==> src/rtl/add_serial_w_if.sv <==
// ---------------------------------------------------------------------------
// add_serial_w_if : operand/result handshake bundle for add_serial_w.
//
//   in_valid / in_ready   : operand request handshake (master -> slave)
//   sub, cin, a, b        : operation select, carry/borrow-in, operands
//   out_valid / out_ready : result handshake (slave -> master)
//   res, cout, ovf, zero  : sum/difference and flags
//
// master : the requester (drives operands, consumes results)
// slave  : the adder (accepts operands, produces results)
// ---------------------------------------------------------------------------
interface add_serial_w_if #(
  parameter int WIDTH = 32
);
  logic             in_valid;
  logic             in_ready;
  logic             sub;
  logic             cin;
  logic [WIDTH-1:0] a;
  logic [WIDTH-1:0] b;
  logic             out_valid;
  logic             out_ready;
  logic [WIDTH-1:0] res;
  logic             cout;
  logic             ovf;
  logic             zero;

  modport master (
    output in_valid, sub, cin, a, b, out_ready,
    input  in_ready, out_valid, res, cout, ovf, zero
  );

  modport slave (
    input  in_valid, sub, cin, a, b, out_ready,
    output in_ready, out_valid, res, cout, ovf, zero
  );
endinterface

==> src/rtl/add_serial_w.sv <==
// ---------------------------------------------------------------------------
// add_serial_w : multi-cycle adder/subtractor.
//
// A CHUNK-bit ripple slice is reused WIDTH/CHUNK times, so one operation
// takes N = WIDTH/CHUNK RUN cycles. Computes
//   {cout, res} = a + (sub ? ~b : b) + (cin ^ sub)
// and reports signed overflow and a zero flag.
//
// Ports:
//   clk   : clock, all state updates on the rising edge
//   rst_n : synchronous reset, active-low
//   bus   : add_serial_w_if.slave
//             in_valid/in_ready, sub, cin, a, b   (operand side)
//             out_valid/out_ready, res, cout, ovf, zero (result side)
//
// Operation flow: IDLE (in_ready=1) -> accept -> RUN (N cycles) ->
// DONE (out_valid=1, outputs held) -> out_ready -> IDLE.
// ---------------------------------------------------------------------------
module add_serial_w #(
  parameter int WIDTH = 32,
  parameter int CHUNK = 4
) (
  input  logic          clk,
  input  logic          rst_n,
  add_serial_w_if.slave bus
);

  localparam int N     = WIDTH / CHUNK;
  localparam int CNT_W = (N > 1) ? $clog2(N) : 1;

  localparam logic [CNT_W-1:0] CNT_LAST = CNT_W'(N - 1);

  localparam logic [1:0] S_IDLE = 2'd0;
  localparam logic [1:0] S_RUN  = 2'd1;
  localparam logic [1:0] S_DONE = 2'd2;

  logic [1:0]       r_state;
  logic [CNT_W-1:0] r_cnt;
  logic             r_carry;
  logic [WIDTH-1:0] r_a;
  logic [WIDTH-1:0] r_b;
  logic [WIDTH-1:0] r_res;
  logic             r_cout;
  logic             r_ovf;
  logic             r_zero;

  logic             w_in_ready;
  logic             w_accept;
  logic             w_last;
  logic [CHUNK-1:0] w_a_chk;
  logic [CHUNK-1:0] w_b_chk;
  logic [CHUNK:0]   w_sum;
  logic [WIDTH-1:0] w_res_next;

  // Ready is forced low while reset is held so nothing is accepted during it.
  assign w_in_ready = rst_n && (r_state == S_IDLE);
  assign w_accept   = bus.in_valid && w_in_ready;
  assign w_last     = (r_cnt == CNT_LAST);

  // Operands are shifted right one chunk per RUN cycle, so the active chunk
  // is always the low CHUNK bits. On the last cycle the low chunk is the
  // top chunk, which is where the sign bits for overflow come from.
  assign w_a_chk = r_a[CHUNK-1:0];
  assign w_b_chk = r_b[CHUNK-1:0];
  assign w_sum   = {1'b0, w_a_chk} + {1'b0, w_b_chk} + {{CHUNK{1'b0}}, r_carry};

  // Result fills from the top: each new chunk enters at the MSB end and the
  // earlier chunks move down, landing in place after N cycles.
  assign w_res_next = (r_res >> CHUNK) | (WIDTH'(w_sum[CHUNK-1:0]) << (WIDTH - CHUNK));

  // ---- control and result registers ----
  always_ff @(posedge clk) begin
    if (!rst_n) begin
      r_state <= S_IDLE;
      r_cnt   <= '0;
      r_carry <= 1'b0;
      r_res   <= '0;
      r_cout  <= 1'b0;
      r_ovf   <= 1'b0;
      r_zero  <= 1'b0;
    end else begin
      case (r_state)
        S_IDLE: begin
          if (w_accept) begin
            r_carry <= bus.cin ^ bus.sub;
            r_cnt   <= '0;
            r_state <= S_RUN;
          end
        end
        S_RUN: begin
          r_res   <= w_res_next;
          r_carry <= w_sum[CHUNK];
          r_cnt   <= r_cnt + 1'b1;
          if (w_last) begin
            r_cout  <= w_sum[CHUNK];
            r_ovf   <= (w_a_chk[CHUNK-1] == w_b_chk[CHUNK-1]) &&
                       (w_sum[CHUNK-1] != w_a_chk[CHUNK-1]);
            r_zero  <= (w_res_next == '0);
            r_state <= S_DONE;
          end
        end
        S_DONE: begin
          if (bus.out_ready) begin
            r_state <= S_IDLE;
          end
        end
        default: r_state <= S_IDLE;
      endcase
    end
  end

  // ---- operand registers (captured at accept, consumed chunk by chunk) ----
  always_ff @(posedge clk) begin
    if (w_accept) begin
      r_a <= bus.a;
      r_b <= bus.sub ? ~bus.b : bus.b;
    end else if (r_state == S_RUN) begin
      r_a <= r_a >> CHUNK;
      r_b <= r_b >> CHUNK;
    end
  end

  assign bus.in_ready  = w_in_ready;
  assign bus.out_valid = (r_state == S_DONE);
  assign bus.res       = r_res;
  assign bus.cout      = r_cout;
  assign bus.ovf       = r_ovf;
  assign bus.zero      = r_zero;

endmodule

==> src/flat_wrapper.sv <==
// flat-port wrapper written by rule: the top's interface ports become plain ports
module add_serial_w_flat 
#(
  parameter int WIDTH = 32,
  parameter int CHUNK = 4
)
  (clk, rst_n, bus_in_valid, bus_sub, bus_cin, bus_a, bus_b, bus_out_ready, bus_in_ready, bus_out_valid, bus_res, bus_cout, bus_ovf, bus_zero);
  add_serial_w_if #(.WIDTH(WIDTH)) bus_i ();
  input  logic clk;
  input  logic rst_n;
  input wire logic [$bits(bus_i.in_valid)-1:0] bus_in_valid;
  input wire logic [$bits(bus_i.sub)-1:0] bus_sub;
  input wire logic [$bits(bus_i.cin)-1:0] bus_cin;
  input wire logic [$bits(bus_i.a)-1:0] bus_a;
  input wire logic [$bits(bus_i.b)-1:0] bus_b;
  input wire logic [$bits(bus_i.out_ready)-1:0] bus_out_ready;
  output wire logic [$bits(bus_i.in_ready)-1:0] bus_in_ready;
  output wire logic [$bits(bus_i.out_valid)-1:0] bus_out_valid;
  output wire logic [$bits(bus_i.res)-1:0] bus_res;
  output wire logic [$bits(bus_i.cout)-1:0] bus_cout;
  output wire logic [$bits(bus_i.ovf)-1:0] bus_ovf;
  output wire logic [$bits(bus_i.zero)-1:0] bus_zero;
  assign bus_i.in_valid = bus_in_valid;
  assign bus_i.sub = bus_sub;
  assign bus_i.cin = bus_cin;
  assign bus_i.a = bus_a;
  assign bus_i.b = bus_b;
  assign bus_i.out_ready = bus_out_ready;
  assign bus_in_ready = bus_i.in_ready;
  assign bus_out_valid = bus_i.out_valid;
  assign bus_res = bus_i.res;
  assign bus_cout = bus_i.cout;
  assign bus_ovf = bus_i.ovf;
  assign bus_zero = bus_i.zero;
  add_serial_w #(.WIDTH(WIDTH), .CHUNK(CHUNK)) u_core (.clk(clk), .rst_n(rst_n), .bus(bus_i));
endmodule
==> config.mk <==
export PLATFORM = sky130hd
export DESIGN_NAME = add_serial_w_flat
export DESIGN_NICKNAME = d
export VERILOG_FILES = /design/src/rtl/add_serial_w_if.sv /design/src/rtl/add_serial_w.sv /design/src/flat_wrapper.sv
export SDC_FILE = /design/constraint.sdc
export NUM_CORES = 1
export LEC_CHECK = 0
export BUFFER_PORTS_ARGS = -buffer_cell sky130_fd_sc_hd__buf_2
export CORE_MARGIN = 2
export CORE_UTILIZATION = 30
export CTS_CLUSTER_SIZE = 28
export DETAILED_ROUTE_END_ITERATION = 8
export HOLD_SLACK_MARGIN = 0.05
export PLACE_DENSITY = 0.57
export REMOVE_ABC_BUFFERS = 1
export SETUP_SLACK_MARGIN = 0.1
export SYNTH_ARGS = -nofsm -noshare
export SYNTH_HDL_FRONTEND = slang
export SYNTH_SLANG_ARGS = --single-unit
==> constraint.sdc <==
create_clock -name clk -period 2.4 [get_ports clk]
set_clock_uncertainty 0.05 [all_clocks]
set_input_delay 0.12 -clock clk [delete_from_list [all_inputs] [get_ports clk]]
set_output_delay 0.12 -clock clk [all_outputs]
set_load 0.005 [all_outputs]
==> flow_summary.ini, run 1 <==
[routing]
viasPerCell = 4.47
vias = 3696
detail_routed_net_length_per_standard_cell_um = 12.7
route.detailed.drc = 0
first_iter_violations = 220
wl_um = 10500
first_pass_iters = 4
ant_nets = 0

[yosys]
synth-seq-cells = 105
synth_flop_cell = sky130_fd_sc_hd__edfxtp_1
seq_area_frac_synth = 0.567
synthSimpleGateAreaFrac = 0.189
postSynthAreaPerCell_sq_um = 9.68
synthDistinctLibCells = 40
synth_enable_flop_cells = 64
synth_xor_xnor_area_share = 0.0615
synth_adder_area_share = 0.0212
synth_top_family_by_area = simple AND/OR/NAND/NOR gates
postSynthCellCount = 500
synth_mux_area_frac = 0.00233
synthesis.area_sq_um = 4840
yosysWarnings = 0
async_flop_share = 0
fraction_of_the_mapped_netlist_area_in_compound_gates = 0.0837

[place]
place.detailed.hpwl_um = 6840
finalWeightedCongestion = 0.775
post-place-cells = 772
place.port_buffers = 106

[power_and_ir_drop]
power_per_cell_area_nw_per_um2 = 680
power.total_uw = 4130
p_leak_uw = 0.00247
peakVddDrop_mv = 0.373

[status]
status = complete, no violations

[floorplanning]
floorplan.core_area_sq_um = 15800
initial_utilization = 0.306
rows = 46
die_h_um = 131
design.die.area_sq_um = 17200
ios = 107
die_width_um = 131

[cts]
cts_made_buffers = 9
h-tree-depth = 3
cts_tree = yes
clock_insertion_delay_worst_skew_ps = 350
post_cts.repair.setup_buffers = 0
cts_max_path_buffers = 2
cts.clk_slew.worst_paths_ps = 70
root_buffer = sky130_fd_sc_hd__clkbuf_16
clock-sinks = 105

[job]
drv.max_cap_violation_count = 0

[finish]
finalNonFillerCells = 826
mostFrequentLayoutCells = 177 x sky130_fd_sc_hd__nand2_1, 106 x sky130_fd_sc_hd__buf_2, 64 x sky130_fd_sc_hd__edfxtp_1
post_layout_utilization_of_the_core = 0.383
proportion_of_layout_cells_with_a_drive_suffix_above_1 = 0.228
finish.net_count = 682
layout_commonest_cell = sky130_fd_sc_hd__nand2_1
antennaDiodeCount = 0
flow.area_growth_from_synthesis_pct = 25.4

[setup_path]
critPathRequiredTime_ps = 2620
slowest_stage = sky130_fd_sc_hd__fa_1
startpoint_type = flop
criticalPathCategory = flop to flop
cp_cell_sequence = fa_2, fa_1, nor4_2, and4_1, o2111ai_1, o21ai_0
crit_path_max_incr_delay_ps = 520
worst-endpoint-arrival_ps = 2360
setup.worst_path.end_class = flop
maximum_fanout_encountered_on_the_critical_timing_path = 2

[timing]
report.final.slew_viol_count = 0
rsz0062_at_grt = no
fmax_mhz = 469
slew-limit-headroom = 0.525
timing.final.hold_violations = 0
worst_pin_slew_ps = 712
final_period_minus_worst_setup_slack_ps = 2130
min_period_over_period = 0.888
final-setup-viol-count = 0
setup_total_negative_slack_ps = 0

[grt]
grt.met3_usage = 0.0391
global_route.peak_usage_layer = met2
groute.layer.met2.usage = 0.204
via_count_of_the_first_global_routing_pass = 3470
global_route.overflow_total = 0
total_track_usage = 0.125
grt_first_pass_wirelength_um = 16600
grt_use_met1 = 0.156
grt_antenna_before_repair = 0
grt_max_degree = 91

[hold_path]
hold_path.class = input port to flop
cell families after synthesis:
| logic type | count (synthesis) |
|---|---|
| DFF | 105 |
| AOI/OAI and AO/OA | 76 |
| buffers and inverters | 59 |
| muxes | 1 |
| xor gates and xnor gates | 34 |
| and+or+nand+nor | 218 |
| adders and majority gates | 7 |
cell type report:
type	count	area (sq um)
timing repair buffer	152	996
sequential	105	2740
inverter	1	3.75
clock inverter	7	68.8
tap	216	270
fill	1614	9760
clock buffer	9	225
multi-input combinational	336	1760
layer usage:
metal  routed length (um)  share of wire
met1                 4790           0.46
met2                 4830           0.46
met3                  649          0.062
met4                  216          0.021
met5                    0              0
cell usage after synthesis (all sizes together) (2+ instances only):
| cell type | number | area share |
|---|---|---|
| nor4 | 6 | 0.0078 |
| nand2b | 3 | 0.0039 |
| clkbuf | 6 | 0.0047 |
| nand3 | 4 | 0.0041 |
| buf | 52 | 0.071 |
| fa | 2 | 0.0083 |
| nand2 | 178 | 0.14 |
| ha | 5 | 0.013 |
| nor2 | 9 | 0.0070 |
| dfxtp | 41 | 0.17 |
| xnor2 | 34 | 0.062 |
| edfxtp | 64 | 0.40 |
| o21ai | 30 | 0.031 |
| nor3 | 2 | 0.0021 |
| and2 | 5 | 0.0067 |
| a211oi | 2 | 0.0041 |
| a21oi | 39 | 0.040 |
registers in the layout, indices dropped and copies added, names as in the netlist, 2 cells and up:
| signal | flops |
|---|---|
| u_core.bus.res | 32 |
| u_core.r_a | 32 |
| u_core.r_b | 32 |
| u_core.r_cnt | 3 |
| u_core.r_state | 2 |
timing repair:
| action | in CTS | in global routing |
|---|---|---|
| gates resized for setup | 0 | 2 |
| hold endpoints to repair | 38 | 0 |
| endpoints found under the setup margin | 0 | 1 |
| hold buffers | 38 | 0 |
where the power goes:
group	internal, uW	switching (uW)
combinational	247	284
sequential	2080	51.2
clock	805	661
total	3130	996
critical path: cells and delay by family (launching register included):
kind,cells,cell delay (ps)
fa+ha+maj,2,950
simple gates,2,370
compound gates,2,290
flops,1,400
final timing paths:
path                            cells after the start  slack, ps           endpoint               from
worst max-delay path                                6        270    u_core.bus.zero      u_core.r_b[0]
worst min-delay path                                3         70  u_core.r_state[1]              rst_n
worst max register to register                      6        270    u_core.bus.zero      u_core.r_b[0]
worst min register to register                      2        410  u_core.bus.res[2]  u_core.bus.res[2]
metrics by stage:
step / hold slack (ps) / cell area [sq um] / setup slack, ps
global route: 75.4 / 6070 / 122
CTS: 55.7 / 6060 / 106
detailed placement: 332 / 5390 / 113
floorplan: 209 / 4480 / -2070
finish: 73.3 / 6070 / 270
global placement: 330 / 5390 / 221
Power figures use the tool's default switching activity.
==> run 2: changes to the inputs <==
--- a/config.mk
+++ b/config.mk
@@ -6,7 +6,6 @@
 export NUM_CORES = 1
 export LEC_CHECK = 0
 export BUFFER_PORTS_ARGS = -buffer_cell sky130_fd_sc_hd__buf_2
-export CORE_MARGIN = 2
 export CORE_UTILIZATION = 30
 export CTS_CLUSTER_SIZE = 28
 export DETAILED_ROUTE_END_ITERATION = 8
==> flow_summary.ini, run 2 (same netlist as run 1, synthesis figures left out) <==
[grt]
via_count_of_the_first_global_routing_pass = 3435
grt_antenna_before_repair = 0
total_track_usage = 0.128
global_route.peak_usage_layer = met2
global_route.overflow_total = 0
grt_first_pass_wirelength_um = 16400
grt_use_met1 = 0.160
grt_max_degree = 91
groute.layer.met2.usage = 0.213
grt.met3_usage = 0.0367

[finish]
mostFrequentLayoutCells = 177 x sky130_fd_sc_hd__nand2_1, 106 x sky130_fd_sc_hd__buf_2, 64 x sky130_fd_sc_hd__edfxtp_1
area_of_combinational_cells_with_multiple_inputs_sq_um = 1760
proportion_of_layout_cells_with_a_drive_suffix_above_1 = 0.226
layout_commonest_cell = sky130_fd_sc_hd__nand2_1
fillCellCount = 1600
antennaDiodeCount = 0
regArea_sq_um = 2740
flow.area_growth_from_synthesis_pct = 25.1
finish.net_count = 682

[place]
place.detailed.hpwl_um = 6730
finalWeightedCongestion = 0.768
post-place-ws_ps = 182
place.port_buffers = 106

[routing]
vias = 3684
first_iter_violations = 127
wl_um = 10200
detail_routed_net_length_per_standard_cell_um = 12.4
route.detailed.drc = 0
viasPerCell = 4.46
first_pass_iters = 4
ant_nets = 0

[timing]
report.final.slew_viol_count = 0
final.hold.worst_slack_ps = 66.4
finalWorstSetupSlack_ps = 311
worst_pin_slew_ps = 709
rsz0062_at_grt = no
timing.final.hold_violations = 0
final_period_minus_worst_setup_slack_ps = 2090
fmax_mhz = 479
slew-limit-headroom = 0.527
min_period_over_period = 0.870
final-setup-viol-count = 0

[cts]
cts_made_buffers = 9
cts_max_path_buffers = 2
h-tree-depth = 3
root_buffer = sky130_fd_sc_hd__clkbuf_16
clock_insertion_delay_worst_skew_ps = 350
cts_tree = yes
clock-sinks = 105
cts.clk_slew.worst_paths_ps = 70

[setup_path]
cp_cell_sequence = fa_2, fa_1, nor4_2, and4_1, o2111ai_1, o21ai_0
setup.worst_path.end_class = flop
startpoint_type = flop
critPathRequiredTime_ps = 2630
crit_path_max_incr_delay_ps = 510
slowest_stage = sky130_fd_sc_hd__fa_1
criticalPathCategory = flop to flop
worst-endpoint-arrival_ps = 2320
maximum_fanout_encountered_on_the_critical_timing_path = 2

[power_and_ir_drop]
pwr-share-clk = 0.344
power_per_cell_area_nw_per_um2 = 669
share_seq_of_total_power = 0.526
power.switching_fraction = 0.250
intPower_uw = 3040
switch_pwr_uw = 1010
peakVddDrop_mv = 0.424
p_leak_uw = 0.00247
fraction_of_power_consumed_by_combinational_cells = 0.130

[hold_path]
hold_path.class = input port to flop

[floorplanning]
die_width_um = 129
design.die.area_sq_um = 16600
rows = 46
floorplan.core_area_sq_um = 15800
initial_utilization = 0.306
ios = 107
die_h_um = 129

[status]
status = complete, no violations

[job]
drv.max_cap_violation_count = 0
## run 2: cell count changes in the layout (fill, tap and decap cells not counted), sizes merged
cell      change
bufinv        -1
clkinv        +3
clkinvlp      -2
## run 2: critical path: cells and delay by family (launching register included)
family	cells	cell delay, ps
adders and majority gates	2	940
DFF	1	410
and+or+nand+nor	2	350
AOI/OAI and AO/OA	2	270
## run 2: what timing repair did
action / in CTS / in global routing
buffers inserted: 0 / 0
hold buffers: 38 / 0
setup endpoints to repair: 0 / 1
resized for setup: 0 / 2
hold endpoints to repair: 38 / 0
## run 2: power by group through the flow
stage | registers [uW] | logic (uW) | clock network [uW]
floorplan | 2160 | 290 | 0
global placement | 2170 | 467 | 0
detailed placement | 2170 | 479 | 0
CTS | 2130 | 528 | 1460
global route | 2150 | 599 | 1510
finish | 2130 | 527 | 1390
## run 2: area by class of cell
cell class | count | area share
tap | 216 | 0.0446
multi-input combinational | 336 | 0.291
clock buffer | 9 | 0.0372
sequential | 105 | 0.453
clock inverter | 7 | 0.00930
timing repair buffer | 152 | 0.164
inverter | 1 | 0.000620
## run 2: path summary, 6_finish.rpt
| check | end | depth (start not counted) | from | slack [ps] |
|---|---|---|---|---|
| min reg2reg | u_core.bus.res[3] | 2 | u_core.bus.res[3] | 410 |
| max reg2reg | u_core.bus.zero | 6 | u_core.r_b[0] | 310 |
| min | u_core.bus.zero | 3 | rst_n | 70 |
| max | u_core.bus.zero | 6 | u_core.r_b[0] | 310 |
## run 2: routing by layer
metal  wire [um]  vias up  share of wire
li1            -     1850              -
met1        4690     1695           0.46
met2        4760      131           0.46
met3         660        8          0.064
met4         135        0          0.013
met5           0        -              0
## run 2: per-stage QoR
step,total power (uW),std cells,TNS [ps],util,area (sq um)
global placement,2630,772,0,0.340,5390
CTS,4120,826,0,0.382,6050
floorplan,2450,442,-165680,-,4480
finish,4050,826,0,0.383,6060
global route,4260,826,0,0.383,6060
detailed placement,2650,772,0,0.340,5390
==> run 3: changes to the inputs <==
--- a/config.mk
+++ b/config.mk
@@ -6,11 +6,11 @@
 export NUM_CORES = 1
 export LEC_CHECK = 0
 export BUFFER_PORTS_ARGS = -buffer_cell sky130_fd_sc_hd__buf_2
-export CORE_UTILIZATION = 30
+export CORE_UTILIZATION = 50
 export CTS_CLUSTER_SIZE = 28
 export DETAILED_ROUTE_END_ITERATION = 8
 export HOLD_SLACK_MARGIN = 0.05
-export PLACE_DENSITY = 0.57
+export PLACE_DENSITY = 0.82
 export REMOVE_ABC_BUFFERS = 1
 export SETUP_SLACK_MARGIN = 0.1
 export SYNTH_ARGS = -nofsm -noshare
==> flow_summary.ini, run 3 (same netlist as run 1, synthesis figures left out) <==
[place]
placedInstanceArea_sq_um = 5290
place.port_buffers = 106
post-place-ws_ps = 159
place.detailed.hpwl_um = 6240
finalWeightedCongestion = 0.794

[grt]
grt_first_pass_wirelength_um = 16400
grt_antenna_before_repair = 0
via_count_of_the_first_global_routing_pass = 3618
grt_max_degree = 66
total_track_usage = 0.209
global_route.overflow_total = 0

[setup_path]
r2r_end = u_core.bus.zero
worstRegToRegCells = 6
crit_path_max_incr_delay_ps = 510
worst-endpoint-arrival_ps = 2420
reg2reg_start = u_core.r_b[0]
timing.critical_path.max_delay_family = adder cells
slowest_stage = sky130_fd_sc_hd__fa_1
cp_cell_sequence = fa_2, fa_1, nor4_1, and4_1, o2111ai_1, o21ai_0
setup.worst_path.end_class = flop
crit_path_start = u_core.r_b[0]
maximum_fanout_encountered_on_the_critical_timing_path = 2
criticalPathCategory = flop to flop
worst-path-buf-inv = 0
startpoint_type = flop
worst_case_register_to_register_setup_slack_ps = 230
critPathRequiredTime_ps = 2650

[routing]
wl_um = 9860
detail_routed_net_length_per_standard_cell_um = 13.3
viasPerCell = 5.02
route.detailed.drc = 0
ant_nets = 0
vias = 3725
first_iter_violations = 162
first_pass_iters = 4

[hold_path]
hold_path.class = input port to flop
min-delay-start = bus_b[22]
whs_path_depth = 3
worstHoldEndpoint = u_core.r_b[22]

[timing]
finalWorstSetupSlack_ps = 233
setup_total_negative_slack_ps = 0
fmax_mhz = 461
report.final.slew_viol_count = 0
timing.final.hold_violations = 0
worst_pin_slew_ps = 685
rsz0062_at_grt = no
final-setup-viol-count = 0
final_period_minus_worst_setup_slack_ps = 2170
slew-limit-headroom = 0.544
min_period_over_period = 0.903

[floorplanning]
initial_utilization = 0.519
floorplan.core_area_sq_um = 9330
design.die.area_sq_um = 10100
rows = 35
die_h_um = 100
ios = 107
die_width_um = 100

[finish]
post_layout_utilization_of_the_core = 0.632
fin_area_sq_um = 5900
finish.net_count = 685
proportion_of_layout_cells_with_a_drive_suffix_above_1 = 0.225
regArea_sq_um = 2740
fillCellCount = 761
flow.area_growth_from_synthesis_pct = 21.9
layout_commonest_cell = sky130_fd_sc_hd__nand2_1
mostFrequentLayoutCells = 177 x sky130_fd_sc_hd__nand2_1, 106 x sky130_fd_sc_hd__buf_2, 64 x sky130_fd_sc_hd__edfxtp_1
area_of_combinational_cells_with_multiple_inputs_sq_um = 1750
antennaDiodeCount = 0

[status]
status = complete, no violations

[power_and_ir_drop]
switch_pwr_uw = 949
peakVddDrop_mv = 0.330
p_leak_uw = 0.00246
power_per_cell_area_nw_per_um2 = 641
pwr-share-clk = 0.296
share_seq_of_total_power = 0.564
power.switching_fraction = 0.251
intPower_uw = 2830
fraction_of_power_consumed_by_combinational_cells = 0.140

[cts]
cts_max_path_buffers = 2
cts.clk_slew.worst_paths_ps = 100
root_buffer = sky130_fd_sc_hd__clkbuf_8
h-tree-depth = 3
cts_made_buffers = 9
clock_insertion_delay_worst_skew_ps = 390
clock-sinks = 105
cts_tree = yes

[job]
drv.max_cap_violation_count = 0
[run 3: layout make-up]
cell class / count / area share
Sequential cell: 105 / 0.465
Multi-Input combinational cell: 336 / 0.297
Timing Repair Buffer: 155 / 0.176
Tap cell: 129 / 0.0274
Clock buffer: 11 / 0.0259
Clock inverter: 5 / 0.00870
Inverter: 1 / 0.000636
[run 3: through the flow]
step | hold WS (ps) | power [uW] | cells
after floorplan | 209 | 2450 | 442
after global placement | 329 | 2620 | 686
final | 62.7 | 3780 | 742
after CTS | 51.2 | 3790 | 742
after detailed placement | 331 | 2650 | 686
after global routing | 68.0 | 3940 | 742
[run 3: worst reg2reg max path, delay by kind of cell, from the launching register on]
| kind | cells | cell delay (ps) |
|---|---|---|
| fa+ha+maj | 2 | 940 |
| compound gates | 2 | 280 |
| simple gates | 2 | 400 |
| flops | 1 | 420 |
[run 3: power groups by stage]
stage / registers [uW] / clock network (uW) / logic, uW
6_report: 2130 / 1120 / 531
5_1_grt: 2150 / 1200 / 597
4_1_cts: 2130 / 1130 / 527
3_5_place_dp: 2170 / 0 / 475
3_3_place_gp: 2170 / 0 / 451
2_1_floorplan: 2160 / 0 / 290
[run 3: worst max-delay path by stage]
stage                     cells after the start               to  slack, ps
after detailed placement                      6  u_core.bus.zero        160
after floorplan                               4  u_core.r_cnt[0]      -2070
final                                         6  u_core.bus.zero        230
after global placement                        6  u_core.bus.zero        240
after CTS                                     6  u_core.bus.zero        140
after global routing                          6  u_core.bus.zero         90
[run 3: metal layers]
metal,global-route usage,wire length [um],vias up
li1,-,-,1862
met1,0.250,4110,1733
met3,0.0474,539,12
met4,0.0647,137,0
met2,0.374,5070,118
met5,0,0,-
[run 3: repair_timing]
| action | CTS | global route |
|---|---|---|
| setup buffers | 0 | 0 |
| hold buffers | 40 | 0 |
| endpoints found under the hold margin | 40 | 0 |
| gates resized for setup | 0 | 1 |
| setup endpoints to repair | 0 | 1 |
